`src/rtl/text_console_writer_pkg.sv`:
```
// Shared constants, control codes and FSM state type for the text console writer.
package text_console_writer_pkg;

   localparam int         DEF_COLS   = 80;
   localparam int         DEF_ROWS   = 30;
   localparam int         DEF_ADDR_W = 12;
   localparam logic [7:0] DEF_BLANK  = 8'h20;

   localparam int COL_W = 7;
   localparam int ROW_W = 5;

   localparam logic [7:0] CHR_BS = 8'h08;
   localparam logic [7:0] CHR_LF = 8'h0A;
   localparam logic [7:0] CHR_FF = 8'h0C;
   localparam logic [7:0] CHR_CR = 8'h0D;

   typedef enum logic [1:0] {
      ST_IDLE,
      ST_SCROLL,
      ST_SCROLL_FILL,
      ST_CLEAR
   } state_t;

   function automatic logic is_printable(input logic [7:0] b);
      return (b >= 8'h20) && (b <= 8'h7E);
   endfunction

endpackage

```
`src/rtl/text_console_writer_cursor.sv`:
```
// Cursor column/row plus the matching linear text RAM address, kept without a multiplier.
module console_cursor
   import text_console_writer_pkg::*;
#(
   parameter int COLS   = DEF_COLS,
   parameter int ROWS   = DEF_ROWS,
   parameter int ADDR_W = DEF_ADDR_W
) (
   input  logic              clk,
   input  logic              rst_n,
   input  logic              i_inc,
   input  logic              i_newline,
   input  logic              i_cr,
   input  logic              i_back,
   input  logic              i_home,
   output logic [COL_W-1:0]  o_col,
   output logic [ROW_W-1:0]  o_row,
   output logic [ADDR_W-1:0] o_addr,
   output logic              o_at_last_col,
   output logic              o_at_last_row
);

   localparam logic [COL_W-1:0]  LAST_COL  = COL_W'(COLS - 1);
   localparam logic [ROW_W-1:0]  LAST_ROW  = ROW_W'(ROWS - 1);
   localparam logic [ADDR_W-1:0] LAST_BASE = ADDR_W'((ROWS - 1) * COLS);
   localparam logic [ADDR_W-1:0] ROW_STEP  = ADDR_W'(COLS);

   logic [COL_W-1:0]  r_col;
   logic [ROW_W-1:0]  r_row;
   logic [ADDR_W-1:0] r_addr;
   logic [ADDR_W-1:0] w_row_base;

   assign w_row_base    = r_addr - ADDR_W'(r_col);
   assign o_at_last_col = (r_col == LAST_COL);
   assign o_at_last_row = (r_row == LAST_ROW);
   assign o_col         = r_col;
   assign o_row         = r_row;
   assign o_addr        = r_addr;

   // On the bottom row, wrap and newline park the cursor at the row start; the scroll moves the text.
   always_ff @(posedge clk or negedge rst_n) begin
      if (!rst_n) begin
         r_col  <= '0;
         r_row  <= '0;
         r_addr <= '0;
      end else if (i_home) begin
         r_col  <= '0;
         r_row  <= '0;
         r_addr <= '0;
      end else if (i_inc) begin
         if (o_at_last_col) begin
            r_col <= '0;
            if (o_at_last_row) begin
               r_addr <= LAST_BASE;
            end else begin
               r_row  <= r_row + 1'b1;
               r_addr <= r_addr + 1'b1;
            end
         end else begin
            r_col  <= r_col + 1'b1;
            r_addr <= r_addr + 1'b1;
         end
      end else if (i_newline) begin
         r_col <= '0;
         if (o_at_last_row) begin
            r_addr <= LAST_BASE;
         end else begin
            r_row  <= r_row + 1'b1;
            r_addr <= w_row_base + ROW_STEP;
         end
      end else if (i_cr) begin
         r_col  <= '0;
         r_addr <= w_row_base;
      end else if (i_back && (r_col != '0)) begin
         r_col  <= r_col - 1'b1;
         r_addr <= r_addr - 1'b1;
      end
   end

endmodule

```
`src/rtl/text_console_writer.sv`:
```
// Writer side of the character text buffer: byte stream in, text RAM writes out,
// with cursor control codes, line wrap, scroll-up and clear-screen.
module text_console_writer
   import text_console_writer_pkg::*;
#(
   parameter int         COLS   = DEF_COLS,
   parameter int         ROWS   = DEF_ROWS,
   parameter int         ADDR_W = DEF_ADDR_W,
   parameter logic [7:0] BLANK  = DEF_BLANK
) (
   input  logic              clk,
   input  logic              rst_n,
   input  logic              in_valid,
   input  logic [7:0]        in_data,
   output logic              in_ready,
   output logic [ADDR_W-1:0] ram_raddr,
   input  logic [7:0]        ram_rdata,
   output logic [ADDR_W-1:0] ram_waddr,
   output logic [7:0]        ram_wdata,
   output logic              ram_we,
   output logic [6:0]        cur_col,
   output logic [4:0]        cur_row,
   output logic              busy
);

   localparam logic [ADDR_W-1:0] LAST_ADDR = ADDR_W'(COLS * ROWS - 1);
   localparam logic [ADDR_W-1:0] ROW_STEP  = ADDR_W'(COLS);
   localparam logic [ADDR_W-1:0] LAST_BASE = ADDR_W'((ROWS - 1) * COLS);

   state_t            r_state;
   logic [ADDR_W-1:0] r_raddr;
   logic [ADDR_W-1:0] r_waddr;
   logic [7:0]        r_wdata;
   logic              r_we;
   logic              r_copy;

   logic              w_accept;
   logic              w_print;
   logic              w_inc;
   logic              w_nl;
   logic              w_cr;
   logic              w_bs;
   logic              w_home;
   logic [COL_W-1:0]  w_col;
   logic [ROW_W-1:0]  w_row;
   logic [ADDR_W-1:0] w_addr;
   logic              w_last_col;
   logic              w_last_row;

   always_comb begin
      w_accept = in_valid && (r_state == ST_IDLE);
      w_print  = is_printable(in_data);
      w_inc    = w_accept && w_print;
      w_nl     = w_accept && (in_data == CHR_LF);
      w_cr     = w_accept && (in_data == CHR_CR);
      w_bs     = w_accept && (in_data == CHR_BS) && (w_col != '0);
      w_home   = w_accept && (in_data == CHR_FF);
   end

   console_cursor #(
      .COLS   (COLS),
      .ROWS   (ROWS),
      .ADDR_W (ADDR_W)
   ) u_cursor (
      .clk           (clk),
      .rst_n         (rst_n),
      .i_inc         (w_inc),
      .i_newline     (w_nl),
      .i_cr          (w_cr),
      .i_back        (w_bs),
      .i_home        (w_home),
      .o_col         (w_col),
      .o_row         (w_row),
      .o_addr        (w_addr),
      .o_at_last_col (w_last_col),
      .o_at_last_row (w_last_row)
   );

   // Copy writes forward the RAM read data directly so each copy costs one cycle.
   always_ff @(posedge clk or negedge rst_n) begin
      if (!rst_n) begin
         r_state <= ST_IDLE;
         r_raddr <= '0;
         r_waddr <= '0;
         r_wdata <= '0;
         r_we    <= 1'b0;
         r_copy  <= 1'b0;
      end else begin
         case (r_state)
            ST_IDLE: begin
               r_we   <= 1'b0;
               r_copy <= 1'b0;
               if (w_accept) begin
                  if (w_print) begin
                     r_we    <= 1'b1;
                     r_waddr <= w_addr;
                     r_wdata <= in_data;
                     if (w_last_col && w_last_row) begin
                        r_state <= ST_SCROLL;
                        r_raddr <= ROW_STEP;
                     end
                  end else if (in_data == CHR_LF) begin
                     if (w_last_row) begin
                        r_state <= ST_SCROLL;
                        r_raddr <= ROW_STEP;
                     end
                  end else if (w_bs) begin
                     r_we    <= 1'b1;
                     r_waddr <= w_addr - 1'b1;
                     r_wdata <= BLANK;
                  end else if (in_data == CHR_FF) begin
                     r_state <= ST_CLEAR;
                     r_we    <= 1'b1;
                     r_waddr <= '0;
                     r_wdata <= BLANK;
                  end
               end
            end
            ST_SCROLL: begin
               r_we    <= 1'b1;
               r_copy  <= 1'b1;
               r_waddr <= r_raddr - ROW_STEP;
               if (r_raddr == LAST_ADDR) begin
                  r_state <= ST_SCROLL_FILL;
                  r_raddr <= '0;
               end else begin
                  r_raddr <= r_raddr + 1'b1;
               end
            end
            ST_SCROLL_FILL: begin
               if (r_copy) begin
                  r_copy  <= 1'b0;
                  r_we    <= 1'b1;
                  r_waddr <= LAST_BASE;
                  r_wdata <= BLANK;
               end else if (r_waddr == LAST_ADDR) begin
                  r_we    <= 1'b0;
                  r_state <= ST_IDLE;
               end else begin
                  r_waddr <= r_waddr + 1'b1;
               end
            end
            ST_CLEAR: begin
               if (r_waddr == LAST_ADDR) begin
                  r_we    <= 1'b0;
                  r_state <= ST_IDLE;
               end else begin
                  r_waddr <= r_waddr + 1'b1;
               end
            end
            default: begin
               r_state <= ST_IDLE;
               r_we    <= 1'b0;
               r_copy  <= 1'b0;
            end
         endcase
      end
   end

   assign in_ready  = (r_state == ST_IDLE);
   assign busy      = ~in_ready;
   assign ram_raddr = r_raddr;
   assign ram_waddr = r_waddr;
   assign ram_wdata = r_copy ? ram_rdata : r_wdata;
   assign ram_we    = r_we;
   assign cur_col   = w_col;
   assign cur_row   = w_row;

endmodule

```
`config.mk`:
```
export PLATFORM = sky130hd
export DESIGN_NAME = text_console_writer
export DESIGN_NICKNAME = d
export VERILOG_FILES = /design/src/rtl/text_console_writer_pkg.sv /design/src/rtl/text_console_writer_cursor.sv /design/src/rtl/text_console_writer.sv
export SDC_FILE = /design/constraint.sdc
export NUM_CORES = 1
export LEC_CHECK = 0
export ABC_AREA = 1
export CORE_ASPECT_RATIO = 0.8
export CORE_MARGIN = 5
export CORE_UTILIZATION = 61
export DETAILED_ROUTE_END_ITERATION = 10
export GPL_ROUTABILITY_DRIVEN = 0
export PLACE_DENSITY = 0.86
export SYNTH_ARGS = -nofsm -noshare
export SYNTH_HDL_FRONTEND = slang
export SYNTH_SLANG_ARGS = --single-unit
```
`constraint.sdc`:
```
create_clock -name clk -period 6.8 [get_ports clk]
set_input_delay 0.68 -clock clk [delete_from_list [all_inputs] [get_ports clk]]
set_output_delay 0.68 -clock clk [all_outputs]
set_load 0.05 [all_outputs]
```
==> results of run 1 <==
final timing paths:
path                                                start                         endpoint  slack, ns  cells after the start
max                                            in_data[6]         ram_raddr[2]$_DFFE_PN0P_       3.87                     12
min                                                 rst_n   u_cursor.o_addr[7]$_DFFE_PN0P_       0.48                      2
max reg2reg                u_cursor.o_addr[0]$_DFFE_PN0P_  u_cursor.o_addr[10]$_DFFE_PN0P_       3.89                     18
min reg2reg                        r_wdata[7]$_DFFE_PN0P_           r_wdata[7]$_DFFE_PN0P_       0.49                      2
max in group asynchronous                           rst_n           r_wdata[7]$_DFFE_PN0P_       5.76                      2
min in group clk                   r_wdata[7]$_DFFE_PN0P_           r_wdata[7]$_DFFE_PN0P_       0.49                      2
Yosys cell counts, types with 7 or more instances:
cell,number,area (um^2)
a21oi_1,33,165
a22oi_1,7,52.6
clkbuf_1,8,30.0
dfrtp_1,60,1500
ha_1,20,250
inv_1,111,417
inv_2,15,56.3
nand2_1,175,657
nand3_1,62,310
nand4_1,18,113
nor2_1,57,214
nor3_1,17,85.1
o21ai_0,55,275
o22ai_1,25,156
xor2_1,34,298
final cells by class:
cell class / count / area (um^2)
clock buffer: 13 / 179
clock inverter: 3 / 42.5
fill: 664 / 2240
inverter: 127 / 477
multi-input combinational: 578 / 3280
sequential: 60 / 1500
tap: 112 / 140
timing repair buffer: 66 / 653
report_power, final:
| part | internal, mW | total [mW] | leakage [nW] | switching, mW |
|---|---|---|---|---|
| Clock | 0.209 | 0.360 | 0.112 | 0.151 |
| Combinational | 0.629 | 1.94 | 2.17 | 1.31 |
| Sequential | 0.495 | 0.692 | 0.698 | 0.197 |
| Total | 1.33 | 2.99 | 2.98 | 1.66 |
cells in the final DEF, fill, tap and decap left out, types with 2 or more instances in the layout:
master	n
inv_1	111
a22oi_1	7
xnor2_1	5
o31ai_1	3
nand3_1	62
a32oi_1	4
nand4_1	18
o32ai_1	2
dfrtp_1	60
a21oi_1	33
a31oi_1	4
a21oi_2	4
o21ai_1	6
clkdlybuf4s50_1	64
o21ai_0	55
nor2_8	3
nor2_2	5
nor4_1	4
nor2_1	57
and2_1	2
nand3_2	2
o221ai_1	3
xor2_1	34
nand2_1	175
o211ai_1	4
nor2_4	4
clkbuf_8	13
nand2_4	5
inv_2	15
ha_1	20
nor3_2	2
nor3_1	17
o22ai_1	25
cell families (layout without fill, tap and decap cells):
| kind of cell | Yosys count | count (layout) |
|---|---|---|
| compound gates | 156 | 156 |
| xor+xnor | 39 | 39 |
| fa+ha+maj | 21 | 21 |
| buf+inv | 142 | 209 |
| flops | 60 | 60 |
| simple gates | 362 | 362 |
layer usage:
| metal | vias up | wire length, um |
|---|---|---|
| li1 | 2732 | - |
| met1 | 2649 | 6720 |
| met2 | 412 | 7060 |
| met3 | 50 | 2000 |
| met4 | 0 | 383 |
| met5 | - | 0 |
per-stage QoR:
stage	setup slack (ns)	instances	power (mW)	hold slack (ns)	cell area, um^2
final	3.87	959	2.99	0.481	6280
after global placement	3.71	943	2.54	0.467	6060
after CTS	3.95	959	2.95	0.492	6280
after detailed placement	3.58	943	2.58	0.477	6060
after global routing	3.57	959	3.18	0.533	6280
after floorplan	4.03	780	2.05	0.384	5340
worst max-delay path: cells and delay by family:
kind	cells	cell delay [ns]
buffers and inverters	4	0.93
AO/OA/AOI/OAI	2	0.33
AND/OR/NAND/NOR	6	1.21
state kept, by name (all words and copies together) (netlist names):
register         flops
ram_raddr           12
ram_waddr           12
u_cursor.o_addr     12
r_wdata              8
u_cursor.o_col       7
u_cursor.o_row       5
r_state              2
r_copy               1
ram_we               1
==> reports/qor.yml, run 1 <==
run_status:
  status: "finished clean"
synth:
  synthArstFlopShare_pct: 100
  synthCells: 780
  synth_cell_types: 48
  synth-edff-count: 0
  synth_mux_area_share_pct: 0
  synth-compound-area-share_pct: 17.5
  ys_ff_latch: 60
  synth-warning-count: 0
  synth_fa_ha_area_share_pct: 5.06
  synthXorXnorAreaFrac_pct: 6.40
  synth_area_um2: 5340
  syn-num-nets: 820
  postSynthAreaPerCell_um2: 6.85
  synth_top_family_by_area: "simple AND/OR/NAND/NOR gates"
  synth_ff_type: "dfrtp_1"
  ys_seq_area_share_pct: 28.1
  synth-simple-area-share_pct: 32.5
timing:
  tns_ns: 0
  timing.final.crit_share_pct: 43.1
  period_needed_ns: 2.93
  clock_skew_ns: 0.0116
  hold_viol_final: 0
  setup_viol: 0
  tightest_slew_ns: 0.803
  slew_headroom_pct: 46.4
  rsz0062_at_grt: "false"
  slew_violations: 0
  max_freq_mhz: 341
routing:
  ant_nets: 0
  drc_errors: 0
  routed_via_density: 6.09
  firstDrtPassIters: 10
  drt_iter0_drc: 845
  num_vias: 5843
  wl_per_cell_um: 16.9
  drt_wl_total_um: 16200
worst_setup_path:
  critPathMaxStageDelay_ns: 0.62
  critPathMostFrequentCell: "nand2_1"
  worstPathRequired_ns: 7.04
  startpoint_type: "input port"
  crit_path_cell_trace: "clkdlybuf4s50_1 > inv_2 > a21oi_1 > nand2_1 > nand2_1 > inv_1 > nand2_1 > nand3_1 > nor2_1 > inv_1 > a21oi_1 > nor2_1"
  critical_path_peak_fanout: 11
  arrival_ns: 3.17
  worstSetupPathType: "input port to register"
  cp_slowest_cell: "nor2_1"
  end_kind: "register"
clock_network:
  cts_resized: 0
  tritoncts: "done"
  clock_latency_ns: 0.36
  h-tree-depth: 3
  cts_made_buffers: 9
  cts_root_buf: "clkbuf_8"
  clockBufferDepth: 2
  cts.clk_slew.worst_paths_ns: 0.07
  clock_sinks: 60
  post_cts_buffers: 0
  postCtsHoldBufs: 0
pwr:
  cellLeakagePower_nw: 2.98
  power_density_nw_per_um2: 476
  ir_drop_mv: 0.306
grt:
  grt_pass1_vias: 5280
  grt_overflow: 0
  antenna_found_initial: 0
  grt.met3_usage_pct: 6.57
  grt_use_met1_pct: 42.1
  grt.met2_usage_pct: 45.3
  gr-max-usage-layer: "met2"
  grt_max_degree: 61
  grt_pass1_wl_um: 25700
  grt_usage_pct: 29.8
finish:
  post-route-util_pct: 73.7
  antennaDiodeCount: 0
  layout-drive-gt1-share_pct: 7.79
  syn2layout_area_growth_pct: 17.5
  nets: 882
die:
  die_w_um: 115
  top_level_ports: 66
  core_area_um2: 8520
  fp.dieH_um: 93.7
  die-area_um2: 10700
  rows: 30
  start_util_pct: 62.7
job:
  maxCapViolCount: 0
place:
  port_buffers: 65
  hpwlAfterDp_um: 12100
min_path:
  holdCritPathClass: "input port to async pin"
No activity file was read; power rests on OpenSTA's default activity.
==> run 2, diff against run 1 <==
--- a/config.mk
+++ b/config.mk
@@ -8,10 +8,10 @@
 export ABC_AREA = 1
 export CORE_ASPECT_RATIO = 0.8
 export CORE_MARGIN = 5
-export CORE_UTILIZATION = 61
+export CORE_UTILIZATION = 52
 export DETAILED_ROUTE_END_ITERATION = 10
 export GPL_ROUTABILITY_DRIVEN = 0
-export PLACE_DENSITY = 0.86
+export PLACE_DENSITY = 0.78
 export SYNTH_ARGS = -nofsm -noshare
 export SYNTH_HDL_FRONTEND = slang
 export SYNTH_SLANG_ARGS = --single-unit
==> constraint.sdc (replaced) <==
create_clock -name clk -period 2.6 [get_ports clk]
set_input_delay 0.26 -clock clk [delete_from_list [all_inputs] [get_ports clk]]
set_output_delay 0.26 -clock clk [all_outputs]
set_load 0.05 [all_outputs]
==> run 2 against run 1 <==
  * Sequential power rose to 2.6 times the previous value
  * Via count up 1.4%
  * Count of clock-buffer cells in the layout down 2
  * Core utilization down 7.6 points
  * Highest routed layer unchanged
  * Flip-flop and latch count unchanged
  * Clock skew down 0.0024 ns
  * Largest cell class unchanged
  * Critical endpoint is now u_cursor.o_addr[7]$_DFFE_PN0P_
  * Setup slack worse by 3.8 ns
  * Hold slack worse by 0.022 ns
  * Final cell count up 5.6%
  * Total power rose to 2.9 times the previous value
  * Non-clock buffer count up 27
==> reports/qor.yml, run 2 (synthesis gave the netlist of run 1 again) <==
run_status:
  status: "finished clean"
timing:
  slew_violations: 0
  tns_ns: 0
  hold_slack_ns: 0.459
  tightest_slew_ns: 0.635
  slew_headroom_pct: 57.2
  hold_viol_final: 0
  max_freq_mhz: 399
  timing.final.crit_share_pct: 96.3
  period_needed_ns: 2.50
  setup_viol: 0
  layout_setup_ws_ns: 0.0962
  clock_skew_ns: 0.00911
routing:
  wl_per_cell_um: 16.7
  ant_nets: 0
  firstDrtPassIters: 7
  drt_wl_total_um: 16900
  drt_iter0_drc: 734
  drc_errors: 0
  num_vias: 5924
  routed_via_density: 5.85
finish:
  final_cell_count_no_fill: 1013
  antennaDiodeCount: 0
  post-route-util_pct: 66.0
  final_common_cell: "nand2_1"
  syn2layout_area_growth_pct: 25.6
  nets: 909
  n_fill_cell: 862
  post-route-cell-area_um2: 6710
  layout-drive-gt1-share_pct: 13.3
  layout_common_cells: "nand2_1, inv_1, clkdlybuf4s50_1, nand3_1"
clock_network:
  cts.clk_slew.worst_paths_ns: 0.06
  clock_sinks: 60
  h-tree-depth: 3
  tritoncts: "done"
  cts_made_buffers: 9
  clock_latency_ns: 0.34
  clockBufferDepth: 2
  cts_root_buf: "clkbuf_16"
worst_setup_path:
  arrival_ns: 2.70
  cp_slowest_cell: "fa_2"
  critPathMostFrequentCell: "nand2_1"
  critical_path_peak_fanout: 4
  end_kind: "register"
  critPathMaxStageDelay_ns: 0.39
  startpoint_type: "register"
  worstSetupPathType: "register to register"
  crit_path_cell_trace: "clkinv_1 > ha_2 > inv_2 > fa_2 > nand2_1 > nand2_2 > nand3_2 > nand2_1 > nand2_1 > and2_4 > nand2_2 > o21ai_2 > nand2_1 > nand3_1 > nand2_1 > nand2_1 > o21ai_1"
  worstPathRequired_ns: 2.80
pwr:
  p_seq_share_pct: 20.8
  clockPowerShare_pct: 15.4
  ir_drop_mv: 0.621
  switching_share_pct: 52.7
  power_density_nw_per_um2: 1290
  cellLeakagePower_nw: 3.15
  power_frac_comb_pct: 63.8
  power.switching_mw: 4.54
  power_mw: 8.63
  internal_power_mw: 4.09
die:
  top_level_ports: 66
  rows: 33
  die_w_um: 123
  fp.dieH_um: 101
  core_area_um2: 10200
  start_util_pct: 52.6
  die-area_um2: 12400
place:
  port_buffers: 65
  post-place-cells: 990
  hpwlAfterDp_um: 12600
  postPlaceCellArea_um2: 6240
  place_ws_ns: -0.0960
grt:
  grt_pass1_wl_um: 27000
  grt_overflow: 0
  antenna_found_initial: 0
  grt_pass1_vias: 5509
  grt_max_degree: 25
  grt_usage_pct: 27.3
min_path:
  holdCritPathClass: "input port to async pin"
job:
  maxCapViolCount: 0
[run 2: changes by cell type in the layout (fill, tap and decap cells not counted), sizes merged]
cell,delta
buf,+26
bufinv,+1
clkbuf,-2
clkinvlp,+1
dlygate4sd3,+1
inv,-1
[run 2: metal layers]
metal | up-vias | GRT usage (%) | wire [um]
met5 | - | 0 | 0
met4 | 0 | 8.17 | 388
met3 | 41 | 7.01 | 1730
met1 | 2760 | 38.6 | 7380
met2 | 334 | 41.0 | 7420
li1 | 2789 | - | -
[run 2: what timing repair did]
| item | 4_1_cts | 5_1_grt |
|---|---|---|
| gates resized for setup | 3 | 22 |
| hold buffers | 1 | 0 |
| endpoints found under the hold margin | 20 | 0 |
| buffers inserted | 0 | 7 |
| pin swaps | 0 | 5 |
| endpoints found under the setup margin | 1 | 6 |
[run 2: power by group through the flow]
stage               Clock [mW]  Sequential [mW]  Combinational [mW]
CTS                       1.34             1.77                5.12
global placement             0             1.76                4.95
global route              1.38             1.85                5.94
detailed placement           0             1.78                5.05
finish                    1.33             1.80                5.50
floorplan                    0             2.45                2.91
[run 2: area by class of cell]
cell class                      instances  area [um^2]  share of cell area (%)
Clock inverter                          4         72.6                    1.08
Timing Repair Buffer                   93          858                    12.8
Tap cell                              140          175                    2.61
Inverter                              127          480                    7.16
Clock buffer                           11          253                    3.77
Multi-Input combinational cell        578         3360                    50.1
Sequential cell                        60         1510                    22.5
[run 2: path summary, 6_finish.rpt]
check                           cells after the start  slack (ns)                           start                              to
worst min register to register                      2        0.50          r_wdata[7]$_DFFE_PN0P_          r_wdata[7]$_DFFE_PN0P_
max in group asynchronous                           3        1.37                           rst_n        ram_waddr[5]$_DFFE_PN0P_
min in group clk                                    2        0.50          r_wdata[7]$_DFFE_PN0P_          r_wdata[7]$_DFFE_PN0P_
worst max register to register                     17         0.1  u_cursor.o_addr[0]$_DFFE_PN0P_  u_cursor.o_addr[7]$_DFFE_PN0P_
worst max-delay path                               17         0.1  u_cursor.o_addr[0]$_DFFE_PN0P_  u_cursor.o_addr[7]$_DFFE_PN0P_
worst min-delay path                                2        0.46                           rst_n  u_cursor.o_addr[7]$_DFFE_PN0P_
[run 2: critical path, delay by kind of cell (launching register included)]
family / cells / cell delay, ns
simple gates: 11 / 0.98
fa+ha+maj: 2 / 0.56
flops: 1 / 0.38
buf+inv: 2 / 0.12
compound gates: 2 / 0.31
==> run 3, diff against run 2 <==
==> constraint.sdc (replaced) <==
create_clock -name clk -period 2.6 [get_ports clk]
set_input_delay 0.26 -clock clk [delete_from_list [all_inputs] [get_ports clk]]
set_output_delay 0.26 -clock clk [all_outputs]
set_load 0.005 [all_outputs]
==> run 3 against run 2 <==
  * Cell area down 1.2%
  * Hold slack worse by 0.38 ns
  * Routed wire length shrank 3.3%
  * Core utilization is 0.79 points lower
  * Clock power about the same
  * Fmax increased by 1.8%
  * Clock skew is 0.0022 ns lower
  * Total power shrank 15%
  * First-iteration DRC count decreased by 22%
  * Combinational power fell by 23%
  * Largest cell class unchanged
==> reports/qor.yml, run 3 (synthesis gave the netlist of run 1 again) <==
min_path:
  holdCritPathClass: "input port to async pin"
clock_network:
  cts.clk_slew.worst_paths_ns: 0.05
  h-tree-depth: 3
  tritoncts: "done"
  cts_root_buf: "clkbuf_16"
  cts_resized: 0
  clockBufferDepth: 2
  postCtsHoldBufs: 0
  clock_latency_ns: 0.34
  post_cts_buffers: 0
  clock_sinks: 60
  cts_made_buffers: 9
die:
  fp.dieH_um: 101
  rows: 33
  core_area_um2: 10200
  die-area_um2: 12400
  top_level_ports: 66
  start_util_pct: 52.6
  die_w_um: 123
place:
  postPlaceCellArea_um2: 6250
  port_buffers: 65
  hpwlAfterDp_um: 12400
  place_ws_ns: 0.0483
  post-place-cells: 992
worst_setup_path:
  worstPathRequired_ns: 2.81
  startpoint: "u_cursor.o_col[3]$_DFFE_PN0P_"
  regToRegStartpoint: "u_cursor.o_col[3]$_DFFE_PN0P_"
  end_kind: "register"
  critical_path_peak_fanout: 5
  arrival_ns: 2.67
  worstSetupPathType: "register to register"
  startpoint_type: "register"
routing:
  drt_iter0_drc: 574
  drc_errors: 0
  ant_nets: 0
  routed_via_density: 5.74
  wl_per_cell_um: 16.2
  drt_wl_total_um: 16400
  firstDrtPassIters: 5
  num_vias: 5789
pwr:
  power_density_nw_per_um2: 1100
  cellLeakagePower_nw: 3.14
  ir_drop_mv: 0.508
finish:
  final_common_cell: "nand2_1"
  n_fill_cell: 891
  antennaDiodeCount: 0
  layout-drive-gt1-share_pct: 11.4
  final_cell_count_no_fill: 1008
  multi_input_area_um2: 3340
  layout_common_cells: "nand2_1, inv_1, clkdlybuf4s50_1, dfrtp_1, nand3_1"
  post-route-util_pct: 65.2
  seqCellArea_um2: 1500
  post-route-cell-area_um2: 6630
  syn2layout_area_growth_pct: 24.1
  nets: 903
timing:
  setup_viol: 0
  max_freq_mhz: 406
  timing.final.crit_share_pct: 94.6
  period_needed_ns: 2.46
  clock_skew_ns: 0.00691
  tightest_slew_ns: 0.848
  hold_viol_final: 0
  slew_headroom_pct: 43.5
  slew_violations: 0
  layout_setup_ws_ns: 0.140
grt:
  grt_pass1_wl_um: 26700
  grt_overflow: 0
  grt_max_degree: 61
  grt_usage_pct: 27.0
  antenna_found_initial: 0
  grt_pass1_vias: 5495
run_status:
  status: "finished clean"
job:
  maxCapViolCount: 0
[run 3: worst paths after layout]
check / to / slack, ns / cells past startpoint
max in group asynchronous: ram_raddr[8]$_DFFE_PN0P_ / 1.93 / 2
min: u_cursor.o_col[5]$_DFFE_PN0P_ / 0.08 / 2
max reg2reg: u_cursor.o_addr[8]$_DFFE_PN0P_ / 0.14 / 16
min in group clk: r_wdata[7]$_DFFE_PN0P_ / 0.48 / 2
min reg2reg: r_wdata[7]$_DFFE_PN0P_ / 0.48 / 2
max: u_cursor.o_addr[8]$_DFFE_PN0P_ / 0.14 / 16
[run 3: where the power goes]
part / leakage, nW / switching (mW) / total (mW) / internal, mW
registers: 0.698 / 0.494 / 1.79 / 1.30
logic: 2.29 / 2.43 / 4.23 / 1.80
clock network: 0.159 / 0.439 / 1.30 / 0.860
total: 3.14 / 3.36 / 7.32 / 3.95
[run 3: worst max-delay path: stages (launching register included)]
cell	delay, ns
dfrtp_1	0.44
inv_1	0.14
ha_1	0.33
nand2_1	0.11
inv_1	0.06
nand2_1	0.08
nand3_1	0.09
and2_1	0.18
ha_1	0.20
inv_1	0.09
nand3_2	0.12
nand3_1	0.10
xor2_1	0.08
o21ai_1	0.12
nand2_1	0.06
nand2_1	0.05
o21ai_0	0.07
[run 3: layout make-up]
| class | count | share of cell area, % |
|---|---|---|
| clock inverters | 5 | 1.13 |
| multi-input cells | 578 | 50.5 |
| flip-flops and latches | 60 | 22.7 |
| clock buffers | 11 | 3.66 |
| well taps | 140 | 2.64 |
| inverters | 127 | 7.19 |
| repair buffers | 87 | 12.2 |
[run 3: per-layer routing]
| layer | share of wire [%] | global-route usage (%) |
|---|---|---|
| met5 | 0 | 0 |
| met3 | 11 | 6.57 |
| met4 | 2.5 | 8.17 |
| met2 | 43 | 40.8 |
| met1 | 43 | 38.2 |
[run 3: stage by stage]
stage          power [mW]  hold slack [ns]  TNS [ns]
2_1_floorplan        4.32          -0.0356         0
3_3_place_gp         5.60            0.464         0
3_5_place_dp         5.77            0.469         0
4_1_cts              7.11            0.140         0
5_1_grt              7.90            0.185  -0.00694
6_report             7.32           0.0756         0
